$ cat src/rtl/vx_gpu_pkg.sv
// Shared GPU core definitions used by the dcache request arbiter, LSU and
// shared-memory unit.
//   ARB_IDX_W(n)  : width of a requester index for an n-way arbiter (min 1)
//   dcache_req_t  : dcache request payload at the core's default widths
package VX_gpu_pkg;

    localparam int DCACHE_ADDR_WIDTH = 32;
    localparam int DCACHE_DATA_SIZE  = 4;
    localparam int DCACHE_TAG_WIDTH  = 8;

    // A single requester still carries one index bit so tag layouts never
    // collapse to zero width.
    function automatic int ARB_IDX_W(input int n);
        return (n > 1) ? $clog2(n) : 1;
    endfunction

    typedef struct packed {
        logic                          rw;
        logic [DCACHE_ADDR_WIDTH-1:0]  addr;
        logic [DCACHE_DATA_SIZE*8-1:0] data;
        logic [DCACHE_DATA_SIZE-1:0]   byteen;
        logic [DCACHE_TAG_WIDTH-1:0]   tag;
    } dcache_req_t;

endpackage

$ cat src/rtl/vx_rr_grant.sv
// Combinational round-robin priority encoder.
//   req   : request vector
//   ptr   : highest-priority index this cycle
//   grant : one-hot grant (zero when nothing requests)
//   idx   : binary index of the granted requester
//   valid : some requester was granted
module vx_rr_grant #(
    parameter int N     = 4,
    parameter int IDX_W = 2
) (
    input  logic [N-1:0]     req,
    input  logic [IDX_W-1:0] ptr,
    output logic [N-1:0]     grant,
    output logic [IDX_W-1:0] idx,
    output logic             valid
);

    int j;

    always_comb begin
        grant = '0;
        idx   = '0;
        valid = 1'b0;
        j     = 0;
        // Scan from ptr upward and wrap; ptr is always < N so one
        // subtraction is enough for the modulo.
        for (int k = 0; k < N; k++) begin
            j = int'(ptr) + k;
            if (j >= N) begin
                j = j - N;
            end
            if (!valid && req[j]) begin
                valid    = 1'b1;
                grant[j] = 1'b1;
                idx      = IDX_W'(j);
            end
        end
    end

endmodule

$ cat src/rtl/vx_dcache_req_arb.sv
// Shares one dcache request/response channel among NUM_INPUTS requesters.
// Requests are round-robin arbitrated into a one-entry registered stage with
// the requester index appended to the tag; responses are routed back by that
// index. Per-requester outstanding-read counters throttle reads and feed busy.
//   in_req_*   : requester-side request channels (flattened per requester)
//   out_req_*  : registered request to the dcache
//   out_rsp_*  : response from the dcache
//   in_rsp_*   : routed responses (data/tag broadcast, valid one-hot)
//   busy       : a read is outstanding or the output stage is full
module vx_dcache_req_arb
    import VX_gpu_pkg::*;
#(
    parameter int NUM_INPUTS  = 4,
    parameter int ADDR_WIDTH  = 32,
    parameter int DATA_SIZE   = 4,
    parameter int TAG_WIDTH   = 8,
    parameter int MAX_PENDING = 8
) (
    input  logic                                        clk,
    input  logic                                        reset,

    input  logic [NUM_INPUTS-1:0]                       in_req_valid,
    input  logic [NUM_INPUTS-1:0]                       in_req_rw,
    input  logic [NUM_INPUTS*ADDR_WIDTH-1:0]            in_req_addr,
    input  logic [NUM_INPUTS*DATA_SIZE*8-1:0]           in_req_data,
    input  logic [NUM_INPUTS*DATA_SIZE-1:0]             in_req_byteen,
    input  logic [NUM_INPUTS*TAG_WIDTH-1:0]             in_req_tag,
    output logic [NUM_INPUTS-1:0]                       in_req_ready,

    output logic                                        out_req_valid,
    output logic                                        out_req_rw,
    output logic [ADDR_WIDTH-1:0]                       out_req_addr,
    output logic [DATA_SIZE*8-1:0]                      out_req_data,
    output logic [DATA_SIZE-1:0]                        out_req_byteen,
    output logic [TAG_WIDTH+ARB_IDX_W(NUM_INPUTS)-1:0]  out_req_tag,
    input  logic                                        out_req_ready,

    input  logic                                        out_rsp_valid,
    input  logic [DATA_SIZE*8-1:0]                      out_rsp_data,
    input  logic [TAG_WIDTH+ARB_IDX_W(NUM_INPUTS)-1:0]  out_rsp_tag,
    output logic                                        out_rsp_ready,

    output logic [NUM_INPUTS-1:0]                       in_rsp_valid,
    output logic [NUM_INPUTS*DATA_SIZE*8-1:0]           in_rsp_data,
    output logic [NUM_INPUTS*TAG_WIDTH-1:0]             in_rsp_tag,
    input  logic [NUM_INPUTS-1:0]                       in_rsp_ready,

    output logic                                        busy
);

    localparam int IDX_W  = ARB_IDX_W(NUM_INPUTS);
    localparam int DATA_W = DATA_SIZE * 8;
    localparam int OTAG_W = TAG_WIDTH + IDX_W;
    localparam int PEND_W = $clog2(MAX_PENDING + 1);

    typedef struct packed {
        logic                  rw;
        logic [ADDR_WIDTH-1:0] addr;
        logic [DATA_W-1:0]     data;
        logic [DATA_SIZE-1:0]  byteen;
        logic [OTAG_W-1:0]     tag;
    } stage_t;

    logic [PEND_W-1:0]     pend      [NUM_INPUTS];
    logic [PEND_W-1:0]     pend_next [NUM_INPUTS];
    logic [IDX_W-1:0]      rr_ptr;
    logic [NUM_INPUTS-1:0] eligible;
    logic [NUM_INPUTS-1:0] grant;
    logic [IDX_W-1:0]      grant_idx;
    logic                  grant_any;
    logic                  stage_ready;
    logic                  req_fire;
    logic                  valid_next;
    logic                  any_pend_next;
    stage_t                sel;
    stage_t                stage_q;

    logic [IDX_W-1:0]      rsp_idx;
    logic                  rsp_in_range;
    logic                  rsp_fire;
    logic [NUM_INPUTS-1:0] rd_inc;
    logic [NUM_INPUTS-1:0] rsp_dec;
    logic                  dec_at_zero;

    // ---------------- arbitration ----------------

    always_comb begin
        eligible = '0;
        for (int i = 0; i < NUM_INPUTS; i++) begin
            eligible[i] = in_req_valid[i]
                       && !(!in_req_rw[i] && (pend[i] == PEND_W'(MAX_PENDING)));
        end
    end

    vx_rr_grant #(
        .N     (NUM_INPUTS),
        .IDX_W (IDX_W)
    ) u_rr_grant (
        .req   (eligible),
        .ptr   (rr_ptr),
        .grant (grant),
        .idx   (grant_idx),
        .valid (grant_any)
    );

    assign stage_ready = !out_req_valid || out_req_ready;

    // Reset gates ready so nothing is accepted while the stage is held clear.
    assign in_req_ready = (stage_ready && !reset) ? grant : '0;
    assign req_fire     = stage_ready && grant_any && !reset;

    always_comb begin
        sel = '0;
        for (int i = 0; i < NUM_INPUTS; i++) begin
            if (grant_idx == IDX_W'(i)) begin
                sel.rw     = in_req_rw[i];
                sel.addr   = in_req_addr[i*ADDR_WIDTH +: ADDR_WIDTH];
                sel.data   = in_req_data[i*DATA_W +: DATA_W];
                sel.byteen = in_req_byteen[i*DATA_SIZE +: DATA_SIZE];
                sel.tag    = {in_req_tag[i*TAG_WIDTH +: TAG_WIDTH], IDX_W'(i)};
            end
        end
    end

    always_comb begin
        if (req_fire) begin
            valid_next = 1'b1;
        end else if (out_req_ready) begin
            valid_next = 1'b0;
        end else begin
            valid_next = out_req_valid;
        end
    end

    // ---------------- response routing ----------------

    assign rsp_idx = out_rsp_tag[IDX_W-1:0];

    always_comb begin
        in_rsp_valid  = '0;
        out_rsp_ready = 1'b1;   // unroutable index: accept and drop
        rsp_in_range  = 1'b0;
        for (int i = 0; i < NUM_INPUTS; i++) begin
            if (rsp_idx == IDX_W'(i)) begin
                rsp_in_range    = 1'b1;
                in_rsp_valid[i] = out_rsp_valid;
                out_rsp_ready   = in_rsp_ready[i];
            end
        end
    end

    assign in_rsp_data = {NUM_INPUTS{out_rsp_data}};
    assign in_rsp_tag  = {NUM_INPUTS{out_rsp_tag[OTAG_W-1:IDX_W]}};
    assign rsp_fire    = out_rsp_valid && out_rsp_ready;

    // ---------------- pending counters ----------------

    assign rd_inc  = in_req_ready & ~in_req_rw;
    assign rsp_dec = in_rsp_valid & {NUM_INPUTS{out_rsp_ready}};

    always_comb begin
        any_pend_next = 1'b0;
        dec_at_zero   = 1'b0;
        for (int i = 0; i < NUM_INPUTS; i++) begin
            pend_next[i] = pend[i];
            if (rd_inc[i] && !rsp_dec[i]) begin
                pend_next[i] = pend[i] + PEND_W'(1);
            end else if (rsp_dec[i] && !rd_inc[i]) begin
                if (pend[i] == '0) begin
                    dec_at_zero = 1'b1;
                end else begin
                    pend_next[i] = pend[i] - PEND_W'(1);
                end
            end
            if (pend_next[i] != '0) begin
                any_pend_next = 1'b1;
            end
        end
    end

    // ---------------- state ----------------

    // busy is its own flop so the core sees a glitch-free level.
    always_ff @(posedge clk or posedge reset) begin
        if (reset) begin
            out_req_valid <= 1'b0;
            rr_ptr        <= '0;
            busy          <= 1'b0;
            for (int i = 0; i < NUM_INPUTS; i++) begin
                pend[i] <= '0;
            end
        end else begin
            out_req_valid <= valid_next;
            busy          <= valid_next || any_pend_next;
            for (int i = 0; i < NUM_INPUTS; i++) begin
                pend[i] <= pend_next[i];
            end
            if (req_fire) begin
                rr_ptr <= (grant_idx == IDX_W'(NUM_INPUTS - 1)) ? '0
                                                                : grant_idx + IDX_W'(1);
            end
        end
    end

    always_ff @(posedge clk) begin
        if (req_fire) begin
            stage_q <= sel;
        end
    end

    assign out_req_rw     = stage_q.rw;
    assign out_req_addr   = stage_q.addr;
    assign out_req_data   = stage_q.data;
    assign out_req_byteen = stage_q.byteen;
    assign out_req_tag    = stage_q.tag;

    // ---------------- checks ----------------

    a_no_dec_at_zero : assert property (@(posedge clk) disable iff (reset)
        !dec_at_zero)
        else $error("response for requester with no outstanding read");

    a_rsp_idx_range : assert property (@(posedge clk) disable iff (reset)
        !(out_rsp_valid && !rsp_in_range))
        else $error("response index out of range");

endmodule

$ cat config.mk
export PLATFORM = sky130hd
export DESIGN_NAME = vx_dcache_req_arb
export DESIGN_NICKNAME = d
export VERILOG_FILES = /design/src/rtl/vx_gpu_pkg.sv /design/src/rtl/vx_rr_grant.sv /design/src/rtl/vx_dcache_req_arb.sv
export SDC_FILE = /design/constraint.sdc
export NUM_CORES = 1
export LEC_CHECK = 0
export ABC_AREA = 1
export BUFFER_PORTS_ARGS = -buffer_cell sky130_fd_sc_hd__buf_2
export CORE_AREA = 8 8 232 234
export CTS_CLUSTER_DIAMETER = 120
export DETAILED_ROUTE_END_ITERATION = 12
export DIE_AREA = 0 0 240 242
export HOLD_SLACK_MARGIN = 0.15
export SETUP_SLACK_MARGIN = 0.02
export SYNTH_ARGS = -nofsm -noshare
export SYNTH_HDL_FRONTEND = slang
export SYNTH_SLANG_ARGS = --single-unit
$ cat constraint.sdc
create_clock -name clk -period 7.91 [get_ports clk]
set_input_delay 1.582 -clock clk [delete_from_list [all_inputs] [get_ports clk]]
set_output_delay 1.582 -clock clk [all_outputs]
set_load 0.02 [all_outputs]
* Yosys cells after proc, flatten, opt, wreduce, memory -nomap -nowiden
Cells that the tools add are included.
** Word-level totals
- Register bits after elaboration :: 99
- Input bits :: 362
- Output and inout bits :: 250
- Word-level logic and storage cells :: 186
** Operators by class
- $add $sub $neg :: 16
- Magnitude comparators :: 12
- Equality and inequality tests :: 10
- Muxes and demuxes :: 68
- Bitwise gates (word level) :: 6
- Reduce and logical (&&, ||, !) cells :: 60
** Operator list (number)
- two-way mux 79 bit :: 4
- >= comparator 32 x 1 -> 1 bit, second input constant :: 4
- less-than comparator 32 x 4 -> 1 bit, second input constant :: 4
- two-way mux 32 bit :: 4
- >= comparator 32 x 4 -> 1 bit, second input constant :: 3
- subtractor 32 x 4 -> 32 bit, second input constant :: 3
- two-way mux 4 bit :: 17
- two-way mux 1 bit :: 30
- logical AND 1 bit :: 26
- zero test 1 bit :: 21
- adder 4 x 1 -> 4 bit, second input constant :: 4
- == test 4 bit, second input constant :: 4
- zero test 4 bit :: 4
- nonzero test 4 bit :: 4
- subtractor 4 x 1 -> 4 bit, second input constant :: 4
- bitwise OR 4 bit :: 3
- two-way mux 2 bit :: 5
- AND 4 bit :: 2
- binary-select mux 1 bit (select 2 bit) :: 4
- demux 1 bit (select 2 bit) :: 4
- == test 2 bit, second input constant :: 4
- adder 2 x 2 -> 3 bit, second input constant :: 2
- == test 2 x 1 -> 1 bit, second input constant :: 2
- zero test 2 bit :: 2
- other kinds (7) :: 8

* Depth between registers and ports, before layout
Gate-level depths: netlist of the first run.
- Word-level depth :: 29
- Mapped depth :: 24
- Mapped depth without buffers :: 23

* By module
From an unflattened synthesis of the first run, not the netlist that was laid out.
** Unflattened totals
- Cell total of the unflattened synthesis :: 970
- Area, all modules :: 7861.3 um^2
** Modules (own cells, without submodules)
- vx_dcache_req_arb :: times used 1, cells an instance 893, area an instance 7400.8 um^2, sequential area each 2872.8 um^2
- vx_rr_grant :: times used 1, cells an instance 77, area an instance 460.4 um^2, sequential area each 0.0 um^2

* Worst setup path before layout of the first run
Ideal clock, no wire load.
- Kind :: input to register
- Start :: in out_req_ready
- End :: reg busy
- Library setup time :: 65 ps
- Arrival time :: 6195 ps
- Required time :: 7845 ps
- Setup slack :: 1651 ps
- Stages on the path :: 10
- Path buffers :: 0
- Cell sequence :: inv_1 > a21oi_1 > inv_1 > nor2_1 > a21oi_1 > nand2_1 > nor2_1 > nand2_1 > nor2_1 > nand2_1
** Between the ends
- Elaborated cells on any way between the ends :: 37
- Classes of those cells :: mux (15); bitwise (1); reduce/logical (21)
** RTL lines
- from (decl) :: line vx_dcache_req_arb.sv:36 : input logic out_req_ready,
- logical OR 1 bit :: line vx_dcache_req_arb.sv:106 : assign stage_ready = !out_req_valid || out_req_ready;
- logical AND 1 bit (2 in a row) :: line vx_dcache_req_arb.sv:110 : assign req_fire = stage_ready && grant_any && !reset;
- named net req_fire :: line vx_dcache_req_arb.sv:72 : logic req_fire;
- two-way mux 1 bit :: line vx_dcache_req_arb.sv:126 : if (req_fire) begin
- logical OR 1 bit :: line vx_dcache_req_arb.sv:194 : busy <= valid_next || any_pend_next;
- to (signal assigned) :: line vx_dcache_req_arb.sv:194
- to (decl) :: line vx_dcache_req_arb.sv:48 : output logic busy
The timed path passes the listed nets, and every way through them passes these cells.
A chain may end at the register's enable or synchronous reset.

==> run_results.csv, run 1 <==
group,metric,value,unit
status,status,"complete, no violations",
grt,first_global_vias,7933,
floorplanning,io_pins,612,
setup_path,critPathCaptureType,"flop",
clock_network,cts-htree-levels,3,
timing,drv_slew,0,
clock_network,clk_pin_slew,0.08,ns
setup_path,worstSetupPathType,"in2reg",
clock_network,hold_buffers,0,
drt,drc,0,
logic_synthesis,yosysUniqueCellTypes,36,
finish,syn_to_final_growth,23.8,%
grt,grt_max_degree,77,
timing,fin_skew,0.0159,ns
finish,drive_above_1_share,40.5,%
floorplanning,die_w,240,microns
floorplanning,fp.dieArea,58100,sq um
hold_path,whs_path_depth,3,
clock_network,clockBufferDepth,2,
finish,fin_nets,1572,
floorplanning,die_h,242,microns
placed_design,place.gp.congestion,0.997,
finish,multiInputGateArea,3470,sq um
grt,grt_pass1_wl,56600,microns
floorplanning,num_rows,83,
timing,relSlewSlack,27.0,%
floorplanning,initial_core_util,15.7,%
drt,drt_pass1_iterations,5,
drt,vias_per_cell,4.23,
clock_network,root_buffer,"clkbuf_16",
logic_synthesis,synth_seq_area_share,36.1,%
drt,drt-wirelength-per-cell,21.9,microns
timing,setup_viol,0,
timing,tightestPinTransition,1.10,ns
logic_synthesis,synth_seq_cells,99,
timing,hold_viol_final,0,
setup_path,reg2regPathDepth,18,
setup_path,critPathArrivalTime,5.14,ns
timing,setup_tns,0,ns
clock_network,postCtsSetupBuffers,0,
timing,period_needed,4.99,ns
grt,grt.total_usage,13.3,%
drt,via_count,7929,
placed_design,place_hpwl,33100,microns
drt,ant_nets,0,
power,peakVddDrop,0.411,mV
hold_path,hold_path.class,"reg2reg",
power,power.leakage,4.39,nW
clock_network,ctsResizeCount,0,
grt,antenna_found_initial,14,
drt,drtIter0Drc,587,
floorplanning,core_area,50500,sq um
timing,whs,0.597,ns
grt,grt_overflow,0,
timing,period_share,63.1,%
finish,seqCellArea,2870,sq um
setup_path,crit_fanout,50,
flow_run,maxCapViolations,0,
setup_path,required,8.06,ns
finish,final_cells,1876,
timing,rsz0062_at_grt,"no",
power,power.density,666,nW/um^2
finish,final.fill_count,5700,
placed_design,place_inst,1855,
logic_synthesis,synth_nets,1356,
clock_network,clock_latency,0.38,ns
logic_synthesis,avgSynthCellArea,8.19,sq um
drt,drt-total-wl,41100,microns
logic_synthesis,syn_area,7950,sq um
logic_synthesis,syn_inst,970,
clock_network,clkSinkCount,99,
logic_synthesis,ys_warn_count,0,
clock_network,cts-buffers-inserted,9,
setup_path,critPathLaunchType,"input pin",
timing,fmax,200,MHz
clock_network,cts_tree,"built",
placed_design,portBuffers,411,
## metal layers
layer	vias up	part of all wire (%)	global-route usage [%]
li1	3659	-	-
met1	3692	35	13.5
met2	464	51	24.5
met3	110	10	4.53
met4	4	3.7	5.59
met5	-	0.058	0
## cells in the final DEF (no fill, tap or decap), types with 12 or more instances in the layout
master,count
buf_2,411
nand2_1,192
o21ai_0,159
edfxtp_1,79
a221oi_1,76
inv_1,49
nand3_1,39
nor2_1,27
ha_1,21
dfrtp_1,20
xor2_1,12
## logic make-up after synthesis
logic type               Yosys count  share of synthesized area [%]
adder cells (fa/ha/maj)           24                           3.78
XOR/XNOR                          15                           1.65
buffers and inverters            273                           20.8
AND/OR/NAND/NOR                  304                           17.6
flip-flops                        99                           36.1
AO/OA/AOI/OAI                    254                           19.9
multiplexers                       1                          0.126
## Yosys cell counts
cell / count / area [sq um]
inv_1: 52 / 195
o211ai_1: 2 / 15.0
nor3_1: 9 / 45.0
nand2_4: 3 / 33.8
inv_2: 6 / 22.5
ha_1: 24 / 300
nor4_2: 2 / 25.0
dfrtp_1: 20 / 500
xnor2_1: 3 / 26.3
or2_2: 1 / 6.26
xor2_1: 12 / 105
nor2_1: 28 / 105
clkbuf_1: 46 / 173
a21oi_1: 8 / 40.0
mux2i_1: 1 / 10.0
edfxtp_1: 79 / 2370
a221oi_1: 76 / 666
nand3_2: 9 / 90.1
a21oi_2: 2 / 17.5
nand2_1: 192 / 721
nor2_2: 4 / 25.0
nand3_1: 39 / 195
o21ai_1: 3 / 15.0
o21a_1: 1 / 7.51
o221ai_1: 1 / 8.76
nand3b_1: 3 / 22.5
a21boi_0: 2 / 15.0
nand2_2: 6 / 37.5
nand4_1: 2 / 12.5
nor2_4: 4 / 45.0
o21ai_0: 159 / 796
buf_6: 3 / 33.8
buf_1: 5 / 18.8
nor2_8: 1 / 20.0
buf_4: 161 / 1210
nand3_4: 1 / 17.5
## registers in the layout, indices dropped and copies added (netlist names)
signal,cells
out_req_addr,32
out_req_data,32
pend,16
out_req_tag,10
out_req_byteen,4
rr_ptr,2
busy,1
out_req_rw,1
out_req_valid,1
## report_power, final
part	internal, mW	switching [mW]
combinational	1.45	3.24
sequential	1.24	0.159
clock	0.224	0.252
total	2.91	3.65
## per-stage QoR
step	power, mW	cell area, sq um	utilization [%]	setup WS [ns]
3_5_place_dp	6.11	9530	18.9	2.63
5_1_grt	7.11	9830	19.5	2.65
4_1_cts	6.68	9830	19.5	3.00
6_report	6.56	9840	19.5	2.92
3_3_place_gp	6.08	9530	18.9	2.62
2_1_floorplan	4.57	7950	-	1.65
## final timing paths
path                              startpoint                to  slack [ns]
worst max-delay path            in_req_rw[2]  out_req_data[28]        2.92
worst min-delay path                 pend[0]           pend[0]        0.60
worst max register to register     rr_ptr[0]  out_req_data[28]        3.27
worst min register to register       pend[0]           pend[0]        0.60
max in group asynchronous              reset          pend[13]        6.01
min in group asynchronous              reset     out_req_valid        1.37
## cell type report
| type | instances | share of cell area [%] |
|---|---|---|
| inverters | 58 | 2.21 |
| clock inverters | 7 | 0.687 |
| diodes | 5 | 0.127 |
| well taps | 680 | 8.65 |
| flip-flops and latches | 99 | 29.2 |
| multi-input cells | 598 | 35.2 |
| clock buffers | 9 | 2.29 |
| repair buffers | 420 | 21.6 |
## critical path, cell delays in order
cell      delay (ns)
buf_2           0.11
nor2_2          0.04
nand2_1         0.13
nand3_1         0.11
nand2_1         0.10
nand2_1         0.05
nand2_1         0.16
nand2_1         0.10
o211ai_1        0.16
o21ai_0         0.11
nand2_1         0.08
o21a_1          0.24
inv_1           0.12
ha_4            0.17
inv_1           0.08
nand2_1         0.08
inv_2           0.49
buf_4           0.61
a221oi_1        0.15
o21ai_0         0.40
(Power assumes the default switching activity.)
==> run 2, diff against run 1 <==
--- a/config.mk
+++ b/config.mk
@@ -5,12 +5,12 @@
 export SDC_FILE = /design/constraint.sdc
 export NUM_CORES = 1
 export LEC_CHECK = 0
-export ABC_AREA = 1
+export ABC_AREA = 0
 export BUFFER_PORTS_ARGS = -buffer_cell sky130_fd_sc_hd__buf_2
-export CORE_AREA = 8 8 232 234
+export CORE_AREA = 8 8 235 237
 export CTS_CLUSTER_DIAMETER = 120
 export DETAILED_ROUTE_END_ITERATION = 12
-export DIE_AREA = 0 0 240 242
+export DIE_AREA = 0 0 243 245
 export HOLD_SLACK_MARGIN = 0.15
 export SETUP_SLACK_MARGIN = 0.02
 export SYNTH_ARGS = -nofsm -noshare
==> constraint.sdc (replaced) <==
create_clock -name clk -period 5.22 [get_ports clk]
set_input_delay 1.044 -clock clk [delete_from_list [all_inputs] [get_ports clk]]
set_output_delay 1.044 -clock clk [all_outputs]
set_load 0.02 [all_outputs]
==> run 2 against run 1 <==
Global-route usage shrank 2.1 points. Clock power grew 47%. Register-to-register slack got worse by 2.5 ns. Core utilization increased by 0.15 points. Non-clock buffer count grew 12.
==> run_results.csv, run 2 <==
group,metric,value,unit
status,status,"complete, no violations",
setup_path,cpLargestDelayFamily,"compound AO/OA/AOI/OAI gates",
timing,rsz0062_at_grt,"no",
drt,drt_pass1_iterations,5,
clock_network,root_buffer,"clkbuf_16",
clock_network,cts_tree,"built",
clock_network,clk_pin_slew,0.07,ns
logic_synthesis,synthMuxAreaShare,1.58,%
logic_synthesis,synthSimpleGateAreaFrac,16.5,%
logic_synthesis,ys_top_cells_by_count,"buf_4, nor2_1, nand2_1",
logic_synthesis,ys_warn_count,0,
placed_design,place_hpwl,29600,microns
finish,fin_nets,1577,
drt,met2_length,18000,microns
drt,drt-wirelength-per-cell,19.1,microns
logic_synthesis,synth_nets,1353,
logic_synthesis,synth_top_family_by_area,"compound AO/OA/AOI/OAI gates",
logic_synthesis,syn_area,8080,sq um
drt,drt-met1-wl,12900,microns
setup_path,slowest_stage,"dfrtp_1",
logic_synthesis,synthAdderAreaFrac,3.72,%
grt,grt.total_usage,11.2,%
clock_network,cts-buffers-inserted,9,
grt,grt_max_degree,81,
floorplanning,die_w,243,microns
drt,top_layer_used,"met5",
setup_path,path_buf_inv,3,
timing,period_share,86.3,%
power,peakVddDrop,0.428,mV
logic_synthesis,synth_area_leaders,"edfxtp_1, buf_4, a22oi_1",
timing,setup_viol,0,
clock_network,clock_latency,0.38,ns
placed_design,place_inst,1868,
logic_synthesis,synth_compound_area_share,23.5,%
floorplanning,core_area,51700,sq um
clock_network,clkSinkCount,99,
finish,layout_common_cells,"buf_2, nor2_1, nand2_1",
clock_network,postCtsSetupBuffers,0,
hold_path,whs_path_depth,1,
timing,relSlewSlack,52.5,%
drt,ant_nets,0,
floorplanning,die_h,245,microns
timing,fmax,222,MHz
logic_synthesis,yosys.area_share.xor_xnor,0.434,%
timing,period_needed,4.50,ns
grt,grt_overflow,0,
power,power.leakage,4.38,nW
grt,grt_pass1_wl,50200,microns
finish,drive_above_1_share,39.0,%
logic_synthesis,async_flop_share,20.2,%
placed_design,place_area,9860,sq um
logic_synthesis,synth_seq_cells,99,
hold_path,hold_end,"pend[3]",
setup_path,critPathCaptureType,"output port",
placed_design,portBuffers,411,
setup_path,critPathLaunchType,"flop",
logic_synthesis,yosys.area.top_type,"edfxtp_1",
timing,setup_tns,0,ns
drt,drtIter0Drc,568,
drt,drt-total-wl,36100,microns
setup_path,rrSetupSlack,0.79,ns
setup_path,reg2reg_from,"rr_ptr[1]",
drt,via_count,7956,
drt,vias_per_cell,4.22,
drt,wl_met3,3450,microns
finish,final_cell_area,10200,sq um
logic_synthesis,synth_top_area_share,29.4,%
hold_path,hold_path.class,"reg2reg",
finish,multiInputGateArea,3740,sq um
finish,syn_to_final_growth,25.8,%
hold_path,holdCritStartpoint,"pend[3]",
timing,fin_skew,0.0117,ns
clock_network,ctsResizeCount,0,
floorplanning,num_rows,84,
setup_path,worstSetupPathType,"reg2out",
timing,hold_viol_final,0,
logic_synthesis,avgSynthCellArea,8.35,sq um
setup_path,critPathArrivalTime,3.46,ns
finish,final_cells,1886,
grt,first_global_vias,7570,
drt,drc,0,
logic_synthesis,syn_inst,967,
floorplanning,initial_core_util,15.6,%
clock_network,cts-htree-levels,3,
setup_path,cp_common_cell,"inv_1",
flow_run,maxCapViolations,0,
timing,tightestPinTransition,0.712,ns
setup_path,r2r-end,"busy",
setup_path,reg2regPathDepth,12,
logic_synthesis,synth_seq_area_share,35.6,%
placed_design,place.gp.congestion,0.880,
clock_network,hold_buffers,0,
floorplanning,fp.dieArea,59500,sq um
finish,final_common_cell,"buf_2",
logic_synthesis,synth_edf_count,79,
timing,drv_slew,0,
floorplanning,io_pins,612,
setup_path,crit_chain,"inv_1 > ha_1 > inv_1 > a221oi_1 > a2bb2oi_1 > a221o_1 > a22oi_1 > nor2_1 > buf_2",
logic_synthesis,synth_flop_cell,"edfxtp_1",
setup_path,required,4.18,ns
finish,final.fill_count,5780,
power,power.density,709,nW/um^2
clock_network,clockBufferDepth,2,
setup_path,critical_path_depth,9,
logic_synthesis,yosysUniqueCellTypes,62,
setup_path,crit_fanout,11,
finish,seqCellArea,2870,sq um
grt,antenna_found_initial,8,
setup_path,slowest_delay,0.57,ns
logic_synthesis,synth_most_common_cell,"buf_4",
[run 2: through the flow]
step | total power, mW | setup slack [ns] | util (%) | hold slack (ns)
floorplan | 4.96 | 0.474 | - | 0.495
global placement | 6.45 | 0.589 | 19.1 | 0.555
detailed placement | 6.54 | 0.552 | 19.1 | 0.566
CTS | 7.30 | 0.697 | 19.6 | 0.573
global route | 7.81 | 0.496 | 19.6 | 0.595
finish | 7.20 | 0.717 | 19.6 | 0.581
[run 2: how the worst max path moves through the flow]
stage | start | slack (ns) | end
floorplan | reset | 0.47 | busy
global placement | in_req_rw[3] | 0.59 | busy
CTS | rr_ptr[1] | 0.70 | in_req_ready[1]
global route | rr_ptr[1] | 0.50 | in_req_ready[1]
detailed placement | in_req_rw[3] | 0.55 | busy
finish | rr_ptr[1] | 0.72 | in_req_ready[1]
[run 2: where the power goes]
part           switching [mW]  total [mW]  internal (mW)
sequential              0.206        1.73           1.52
combinational            3.11        4.78           1.66
clock                   0.329       0.698          0.369
total                    3.65        7.20           3.55
[run 2: cells by family after synthesis]
family                     Yosys count
AOI/OAI and AO/OA                  301
and+or+nand+nor                    288
buffers and inverters              241
DFF                                 99
adders and majority gates           24
muxes                               10
xor gates and xnor gates             4
[run 2: area by class of cell]
cell class	instances	share of cell area, %
Clock inverter	7	0.653
Timing Repair Buffer	432	22.7
Sequential cell	99	28.3
Antenna cell	2	0.0493
Inverter	22	0.813
Tap cell	688	8.47
Multi-Input combinational cell	627	36.9
Clock buffer	9	2.22
[run 2: metal layers]
layer	up-vias	global-route usage [%]
met3	112	3.91
met1	3634	11.8
met5	-	0
met2	468	19.4
li1	3738	-
met4	4	5.98
==> run 3, diff against run 2 <==
--- a/config.mk
+++ b/config.mk
@@ -12,6 +12,7 @@
 export DETAILED_ROUTE_END_ITERATION = 12
 export DIE_AREA = 0 0 243 245
 export HOLD_SLACK_MARGIN = 0.15
+export PLACE_DENSITY = 0.35
 export SETUP_SLACK_MARGIN = 0.02
 export SYNTH_ARGS = -nofsm -noshare
 export SYNTH_HDL_FRONTEND = slang
==> run 3 against run 2 <==
Sequential power about the same. Count of clock-buffer cells in the layout did not move. Maximum frequency up 1.7%. Global-route usage rose by 0.76 points. Cell count is 0.21% higher. Clock power hardly changed. Sequential share of layout area about the same. First-iteration DRC count is 24% lower. Register-to-register slack improved by 0.04 ns. Core utilization about the same. Largest power group unchanged.
==> run_results.csv, run 3 (synthesis gave the netlist of run 2 again) <==
group,metric,value,unit
floorplanning,die_w,243,microns
power,p_clk_share,9.7,%
drt,vias_per_cell,4.11,
finish,layout_common_cells,"buf_2, nor2_1, nand2_1",
clock_network,cts_tree,"built",
drt,via_count,7770,
status,status,"complete, no violations",
power,peakVddDrop,0.352,mV
clock_network,clock_latency,0.39,ns
grt,first_global_vias,7558,
timing,period_needed,4.43,ns
setup_path,worstSetupPathType,"in2reg",
grt,grt.total_usage,11.9,%
timing,drv_slew,0,
drt,drtIter0Drc,433,
timing,fin_skew,0.0155,ns
grt,antenna_found_initial,8,
placed_design,place_hpwl,30500,microns
finish,fin_nets,1580,
timing,fmax,226,MHz
timing,relSlewSlack,46.7,%
placed_design,portBuffers,411,
power,power_switching,3.69,mW
power,p_sw_share,50.9,%
power,power_frac_comb,66.7,%
grt,grt_pass1_wl,53100,microns
power,p_int,3.56,mW
drt,drt-total-wl,37800,microns
finish,drive_above_1_share,39.4,%
floorplanning,fp.dieArea,59500,sq um
finish,final_common_cell,"buf_2",
finish,final_cells,1890,
clock_network,ctsResizeCount,0,
clock_network,clockBufferDepth,2,
floorplanning,num_rows,84,
timing,rsz0062_at_grt,"no",
placed_design,place.gp.congestion,0.819,
power,power.leakage,4.39,nW
setup_path,rrSetupSlack,0.83,ns
floorplanning,io_pins,612,
setup_path,critPathArrivalTime,4.55,ns
timing,tightestPinTransition,0.800,ns
power,power.density,713,nW/um^2
timing,setup_viol,0,
floorplanning,die_h,245,microns
timing,period_share,84.8,%
finish,syn_to_final_growth,26.0,%
clock_network,hold_buffers,0,
grt,grt_overflow,0,
flow_run,maxCapViolations,0,
drt,drc,0,
clock_network,clk_pin_slew,0.09,ns
setup_path,critPathCaptureType,"flop",
drt,drt-wirelength-per-cell,20.0,microns
grt,grt_max_degree,82,
clock_network,cts-htree-levels,3,
clock_network,postCtsSetupBuffers,0,
floorplanning,core_area,51700,sq um
clock_network,root_buffer,"clkbuf_16",
power,sequentialPowerShare,23.7,%
timing,setup_tns,0,ns
clock_network,cts-buffers-inserted,9,
setup_path,critPathLaunchType,"input pin",
clock_network,clkSinkCount,99,
floorplanning,initial_core_util,15.6,%
drt,drt_pass1_iterations,5,
drt,ant_nets,0,
setup_path,crit_fanout,48,
setup_path,required,5.34,ns
hold_path,hold_path.class,"reg2reg",
placed_design,place_inst,1871,
timing,hold_viol_final,0,
[run 3: final timing paths]
kind                            cells after the start    startpoint          endpoint
worst max-delay path                               12  in_req_rw[3]  out_req_addr[23]
worst min-delay path                                1       pend[3]           pend[3]
worst max register to register                     12     rr_ptr[1]              busy
worst min register to register                      1       pend[3]           pend[3]
max in group asynchronous                           3         reset         rr_ptr[0]
min in group asynchronous                           3         reset           pend[1]
[run 3: per-stage QoR]
stage / worst slack, ns / cell area [sq um] / hold slack [ns] / util [%] / total power [mW]
floorplan: 0.474 / 8080 / 0.495 / - / 4.96
global placement: 0.410 / 9890 / 0.541 / 19.1 / 6.71
detailed placement: 0.356 / 9890 / 0.522 / 19.1 / 6.70
CTS: 0.776 / 10200 / 0.531 / 19.7 / 7.45
global route: 0.489 / 10200 / 0.563 / 19.7 / 7.93
finish: 0.792 / 10200 / 0.528 / 19.7 / 7.26
[run 3: worst max-delay path, stage by stage]
cell       delay (ns)
buf_2            0.12
nand4bb_1        0.31
and2_1           0.27
mux4_2           0.63
o21bai_1         0.23
a221o_1          0.41
inv_1            0.16
ha_4             0.59
buf_12           0.28
nor2_1           0.07
a21oi_1          0.25
o21ai_0          0.12
[run 3: power groups by stage]
stage | Clock, mW | Combinational, mW | Sequential (mW)
final | 0.701 | 4.84 | 1.72
after global routing | 0.762 | 5.41 | 1.76
after detailed placement | 0 | 4.96 | 1.74
after global placement | 0 | 4.97 | 1.74
after floorplan | 0 | 2.82 | 2.14
after CTS | 0.744 | 4.98 | 1.72
[run 3: layout make-up]
| type | instances | area (sq um) |
|---|---|---|
| flip-flops and latches | 99 | 2870 |
| diodes | 3 | 7.51 |
| inverters | 22 | 82.6 |
| multi-input cells | 627 | 3740 |
| clock buffers | 9 | 225 |
| clock inverters | 7 | 58.8 |
| well taps | 688 | 861 |
| repair buffers | 435 | 2320 |
| fillers | 5914 | 41500 |
[run 3: layer usage]
metal	share of wire, %	GRT usage, %
met1	39	13.4
met4	3.6	5.38
met3	7.5	4.08
met5	0.11	0
met2	49	20.2
